### src/rtl/fir_controller_param.sv
// fir_controller_param: Moore FSM sequencing the shared FIR datapath over NUM_TAPS taps.
module fir_controller_param #(
  parameter int NUM_TAPS = 4,
  parameter int REG_ADDR_W = 4,
  parameter logic [NUM_TAPS-1:0] SIGN_MASK = 4'b1010
) (
  input  logic                  clk,
  input  logic                  n_rst,
  input  logic                  dr,
  input  logic                  lc,
  input  logic                  overflow,
  output logic                  cnt_up,
  output logic                  clear,
  output logic                  modwait,
  output logic [2:0]            op,
  output logic [REG_ADDR_W-1:0] src1,
  output logic [REG_ADDR_W-1:0] src2,
  output logic [REG_ADDR_W-1:0] dest,
  output logic                  err,
  output logic                  done
);
  localparam logic [3:0] S_IDLE = 4'd0, S_STORE = 4'd1, S_ZERO = 4'd2, S_SHIFT = 4'd3,
                         S_SHIFTIN = 4'd4, S_MUL = 4'd5, S_ACC = 4'd6, S_DONE = 4'd7,
                         S_EIDLE = 4'd8, S_LOADC = 4'd9, S_WAITC = 4'd10;
  localparam logic [2:0] OP_NOP = 3'b000, OP_COPY = 3'b001, OP_LOAD1 = 3'b010,
                         OP_LOAD2 = 3'b011, OP_ADD = 3'b100, OP_SUB = 3'b101, OP_MUL = 3'b110;
  localparam logic [REG_ADDR_W-1:0] NONE = '1, R0 = '0, ONE = REG_ADDR_W'(1),
                                    CB = REG_ADDR_W'(NUM_TAPS + 1),
                                    RS = REG_ADDR_W'(2 * NUM_TAPS + 1),
                                    RT = REG_ADDR_W'(2 * NUM_TAPS + 2);
  localparam logic [2:0] KMAX = 3'(NUM_TAPS - 1);
  logic [3:0] state, nxt;
  logic [2:0] k, k_nxt;
  logic [REG_ADDR_W-1:0] ka;
  logic [7:0] mask;
  assign ka = REG_ADDR_W'(k);
  assign mask = 8'(SIGN_MASK);
  always_ff @(posedge clk or negedge n_rst)
    if (!n_rst) begin
      state <= S_IDLE;
      k <= '0;
    end else begin
      state <= nxt;
      k <= k_nxt;
    end
  always_comb begin
    nxt = state;
    k_nxt = k;
    case (state)
      S_IDLE, S_EIDLE:
        if (dr) nxt = S_STORE;
        else if (lc) begin
          nxt = S_LOADC;
          k_nxt = '0;
        end
      S_STORE: nxt = dr ? S_ZERO : S_EIDLE;
      S_ZERO: begin
        nxt = S_SHIFT;
        k_nxt = KMAX;
      end
      S_SHIFT:
        if (k > 3'd1) k_nxt = k - 3'd1;
        else nxt = S_SHIFTIN;
      S_SHIFTIN: begin
        nxt = S_MUL;
        k_nxt = '0;
      end
      S_MUL: nxt = S_ACC;
      S_ACC:
        if (overflow) nxt = S_EIDLE;
        else if (k < KMAX) begin
          nxt = S_MUL;
          k_nxt = k + 3'd1;
        end else nxt = S_DONE;
      S_DONE: nxt = S_IDLE;
      S_LOADC: nxt = S_WAITC;
      S_WAITC:
        if (k == KMAX) nxt = S_IDLE;
        else if (lc) begin
          nxt = S_LOADC;
          k_nxt = k + 3'd1;
        end
      default: nxt = S_IDLE;
    endcase
  end
  assign modwait = !(state == S_IDLE || state == S_EIDLE || state == S_WAITC);
  assign cnt_up = state == S_STORE;
  assign clear = state == S_LOADC && k == 3'd0;
  assign err = state == S_EIDLE;
  assign done = state == S_DONE;
  // Sample history S[k] lives at R(1+k), so S[k-1] is simply R(k).
  always_comb begin
    op = OP_NOP;
    src1 = NONE;
    src2 = NONE;
    dest = NONE;
    case (state)
      S_STORE: begin
        op = OP_LOAD1;
        dest = RS;
      end
      S_ZERO: begin
        op = OP_SUB;
        src1 = R0;
        src2 = R0;
        dest = R0;
      end
      S_SHIFT: begin
        op = OP_COPY;
        src1 = ka;
        dest = ka + ONE;
      end
      S_SHIFTIN: begin
        op = OP_COPY;
        src1 = RS;
        dest = ONE;
      end
      S_MUL: begin
        op = OP_MUL;
        src1 = ka + ONE;
        src2 = CB + ka;
        dest = RT;
      end
      S_ACC: begin
        op = mask[k] ? OP_SUB : OP_ADD;
        src1 = R0;
        src2 = RT;
        dest = R0;
      end
      S_LOADC: begin
        op = OP_LOAD2;
        dest = CB + ka;
      end
      default: ;
    endcase
  end
endmodule

### config.mk
export PLATFORM = sky130hd
export DESIGN_NAME = fir_controller_param
export DESIGN_NICKNAME = d
export VERILOG_FILES = /design/src/rtl/fir_controller_param.sv
export SDC_FILE = /design/constraint.sdc
export NUM_CORES = 1
export LEC_CHECK = 0
export CAP_MARGIN = 20
export CORE_AREA = 2 2 57 59
export CTS_CLUSTER_DIAMETER = 80
export DETAILED_ROUTE_END_ITERATION = 16
export DIE_AREA = 0 0 59 61
export RECOVER_POWER = 50
export SETUP_SLACK_MARGIN = 0.4
export SYNTH_ARGS = -nofsm -noshare
export SYNTH_HDL_FRONTEND = slang
export SYNTH_SLANG_ARGS = --single-unit
### constraint.sdc
create_clock -name clk -period 4.3 [get_ports clk]
set_input_delay 0.86 -clock clk [delete_from_list [all_inputs] [get_ports clk]]
set_output_delay 0.86 -clock clk [all_outputs]
set_load 0.05 [all_outputs]
==> impl_metrics.yaml <==
critical_path:
  critPathSlowestCell: "clkdlybuf4s50_1"
  crit_top_cell: "ha_1"
  slowest_delay_ns: 0.80
  endpoint_kind: "primary output"
  start_kind: "register"
  critPathRequiredTime_ns: 3.44
  worstPathArrival_ns: 2.67
  rrSetupSlack_ns: 1.87
  crit_chain: "ha_1 > ha_1 > inv_1 > o21ai_0 > a21oi_1 > o32a_1 > clkdlybuf4s50_1"
  reg2reg_to: "k[0]"
  critPathMaxFanout: 11
  path_class: "register to primary output"
  worstReg2RegStart: "state[3]"
  reg2reg_depth: 5
layout:
  nFillCells: 315
  area_growth_pct: 24.3
  layout.cells.non_filler: 194
  n_antenna_cell: 0
  nNetsFinal: 172
  register_area_sq_um: 175
  multiInputGateArea_sq_um: 748
  drive_above_1_share_pct: 4.97
clocking:
  cts-resized-gates: 0
  cts-root-buf: "clkbuf_4"
  ctsHoldBuffers: 0
  clk_latency_ns: 0.25
  cts_tree: "done"
  cts_max_path_buffers: 2
  cts.htree.levels: 1
  cts_made_buffers: 3
  cts.sinks: 7
  clk_pin_slew_ns: 0.05
  cts_setup_buffers: 0
die:
  rows: 20
  die-area_sq_um: 3600
  fp.dieW_microns: 59
  fp.dieH_microns: 61
  initial_core_util_pct: 34.1
  io_pins: 25
  coreArea_sq_um: 2950
worst_hold_path:
  holdPathEnd: "k[0]"
  holdPathStages: 2
  hp-class: "register to register"
  min_from: "k[0]"
detailed_routing:
  wl_per_cell_microns: 14.4
  drtPass1Iterations: 6
  drt_iter0_drc: 41
  vias_per_cell: 5.71
  drtAntennaViolNets: 0
  drc: 0
  routed_wirelength_mm: 2.80
  vias: 1108
synth:
  synth_cell_type_count: 36
  yosys_warnings: 0
  synthCells: 146
  synth_area_leaders: "dfrtp_1 (17%), a21oi_1 (8.0%), nor2_1 (6.3%)"
  yosysMostFrequentCell: "nor2_1"
  synth_common_cells: "nor2_1 (17), a21oi_1 (16), o21ai_0 (11)"
  seq_area_frac_synth_pct: 17.4
  async_reset_ff_share_pct: 100
  yosys.area.top_type: "dfrtp_1"
  synthFlopType: "dfrtp_1"
  ys_seq_elements: 7
  syn_nets: 156
  synth.avg_cell_area_sq_um: 6.89
  synthDominantCellAreaShare_pct: 17.4
  synth-edff-count: 0
  syn-cell-area_sq_um: 1010
grt:
  antenna_found_initial: 0
  grt_start_max_net_pins: 35
  grt_usage_pct: 16.7
  grt_pass1_wl_mm: 4.71
  grt_overflow: 0
  grt_pass1_vias: 990
sta:
  period_share_pct: 82.0
  final_hold_viol_count: 0
  setup_tns_ns: 0
  slew_headroom_pct: 40.3
  max_freq_ghz: 0.284
  setup_viol: 0
  rsz0062_at_grt: "false"
  tightest_slew_ns: 0.895
  clock_skew_ns: 0.00192
  hold_ws_ns: 0.746
  timing.final.crit_period_ns: 3.53
  drv_slew: 0
  finalWorstSetupSlack_ns: 0.773
place:
  place_congestion: 0.859
  port_buffers: 24
  post-place-ws_ns: 1.05
  placed_cells: 190
  hpwl_mm: 1.95
status:
  status: "completed"
run:
  max_cap_violations: 0
## state kept, by name, indices dropped and copies added, names as in the netlist
signal,count
k,3
state,4
## final cells by class
cell class	instances	area share [%]
multi-input combinational	121	59.9
timing repair buffer	24	19.2
sequential	7	14.0
tap	33	3.30
clock buffer	4	2.10
inverter	5	1.50
## critical path, delay by kind of cell (launching register included)
family	cells	cell delay [ns]
AOI/OAI and AO/OA	3	0.42
adders and majority gates	2	0.58
buffers and inverters	2	0.89
DFF	1	0.52
## per-stage QoR
stage	area [sq um]	util [%]
after detailed placement	1230	41.6
after CTS	1250	42.5
after floorplan	1010	-
final	1250	42.3
after global routing	1250	42.3
after global placement	1230	41.6
## per-layer routing
metal	track usage, %	part of all wire, %	vias to the layer above
li1	-	-	555
met1	24.0	50	510
met2	26.2	44	40
met3	2.35	5.9	3
met4	4.87	0.72	0
met5	0	0	-
## cell usage in the layout (no fill, tap or decap)
cell type | netlist | layout
clkdlybuf4s50_1 | 0 | 20
nor2_1 | 17 | 17
a21oi_1 | 16 | 16
o21ai_0 | 11 | 11
nand2_1 | 10 | 10
nand2b_1 | 9 | 9
dfrtp_1 | 7 | 7
nor2b_1 | 6 | 6
inv_1 | 5 | 5
nand3_1 | 5 | 5
ha_1 | 5 | 5
or2_2 | 4 | 4
dlygate4sd3_1 | 0 | 4
nor3_1 | 3 | 3
a21o_1 | 3 | 3
nor3b_1 | 3 | 3
o22ai_1 | 3 | 3
o21bai_1 | 3 | 3
o311ai_0 | 3 | 3
clkbuf_4 | 0 | 3
o32a_1 | 2 | 2
nand3b_1 | 2 | 2
o211ai_1 | 2 | 2
a211o_1 | 2 | 2
a21oi_4 | 1 | 1
a31oi_1 | 1 | 1
and2b_1 | 1 | 1
and3_1 | 1 | 1
nand4bb_1 | 0 | 1
o32ai_1 | 1 | 1
a311o_1 | 1 | 1
o21a_1 | 1 | 1
maj3_1 | 1 | 1
or4b_1 | 1 | 1
o31ai_1 | 1 | 1
a32oi_1 | 1 | 1
clkbuf_1 | 10 | 1
## how the worst max path moves through the flow
stage	start	endpoint	cells past startpoint
after floorplan	state[1]	op[0]	6
after global placement	k[0]	dest[2]	7
after detailed placement	state[3]	clear	4
after CTS	k[0]	dest[2]	7
after global routing	state[1]	dest[3]	4
final	k[0]	dest[2]	7
## cells by family after synthesis
group           after synthesis  share of synthesized area, %
simple gates                 63                          33.6
compound gates               52                          34.1
buf+inv                      18                          7.71
fa+ha+maj                     6                          7.21
flops                         7                          17.4
Power is not shown: default switching activity piles up to over one toggle a cycle in this logic, so the estimate is an artifact.
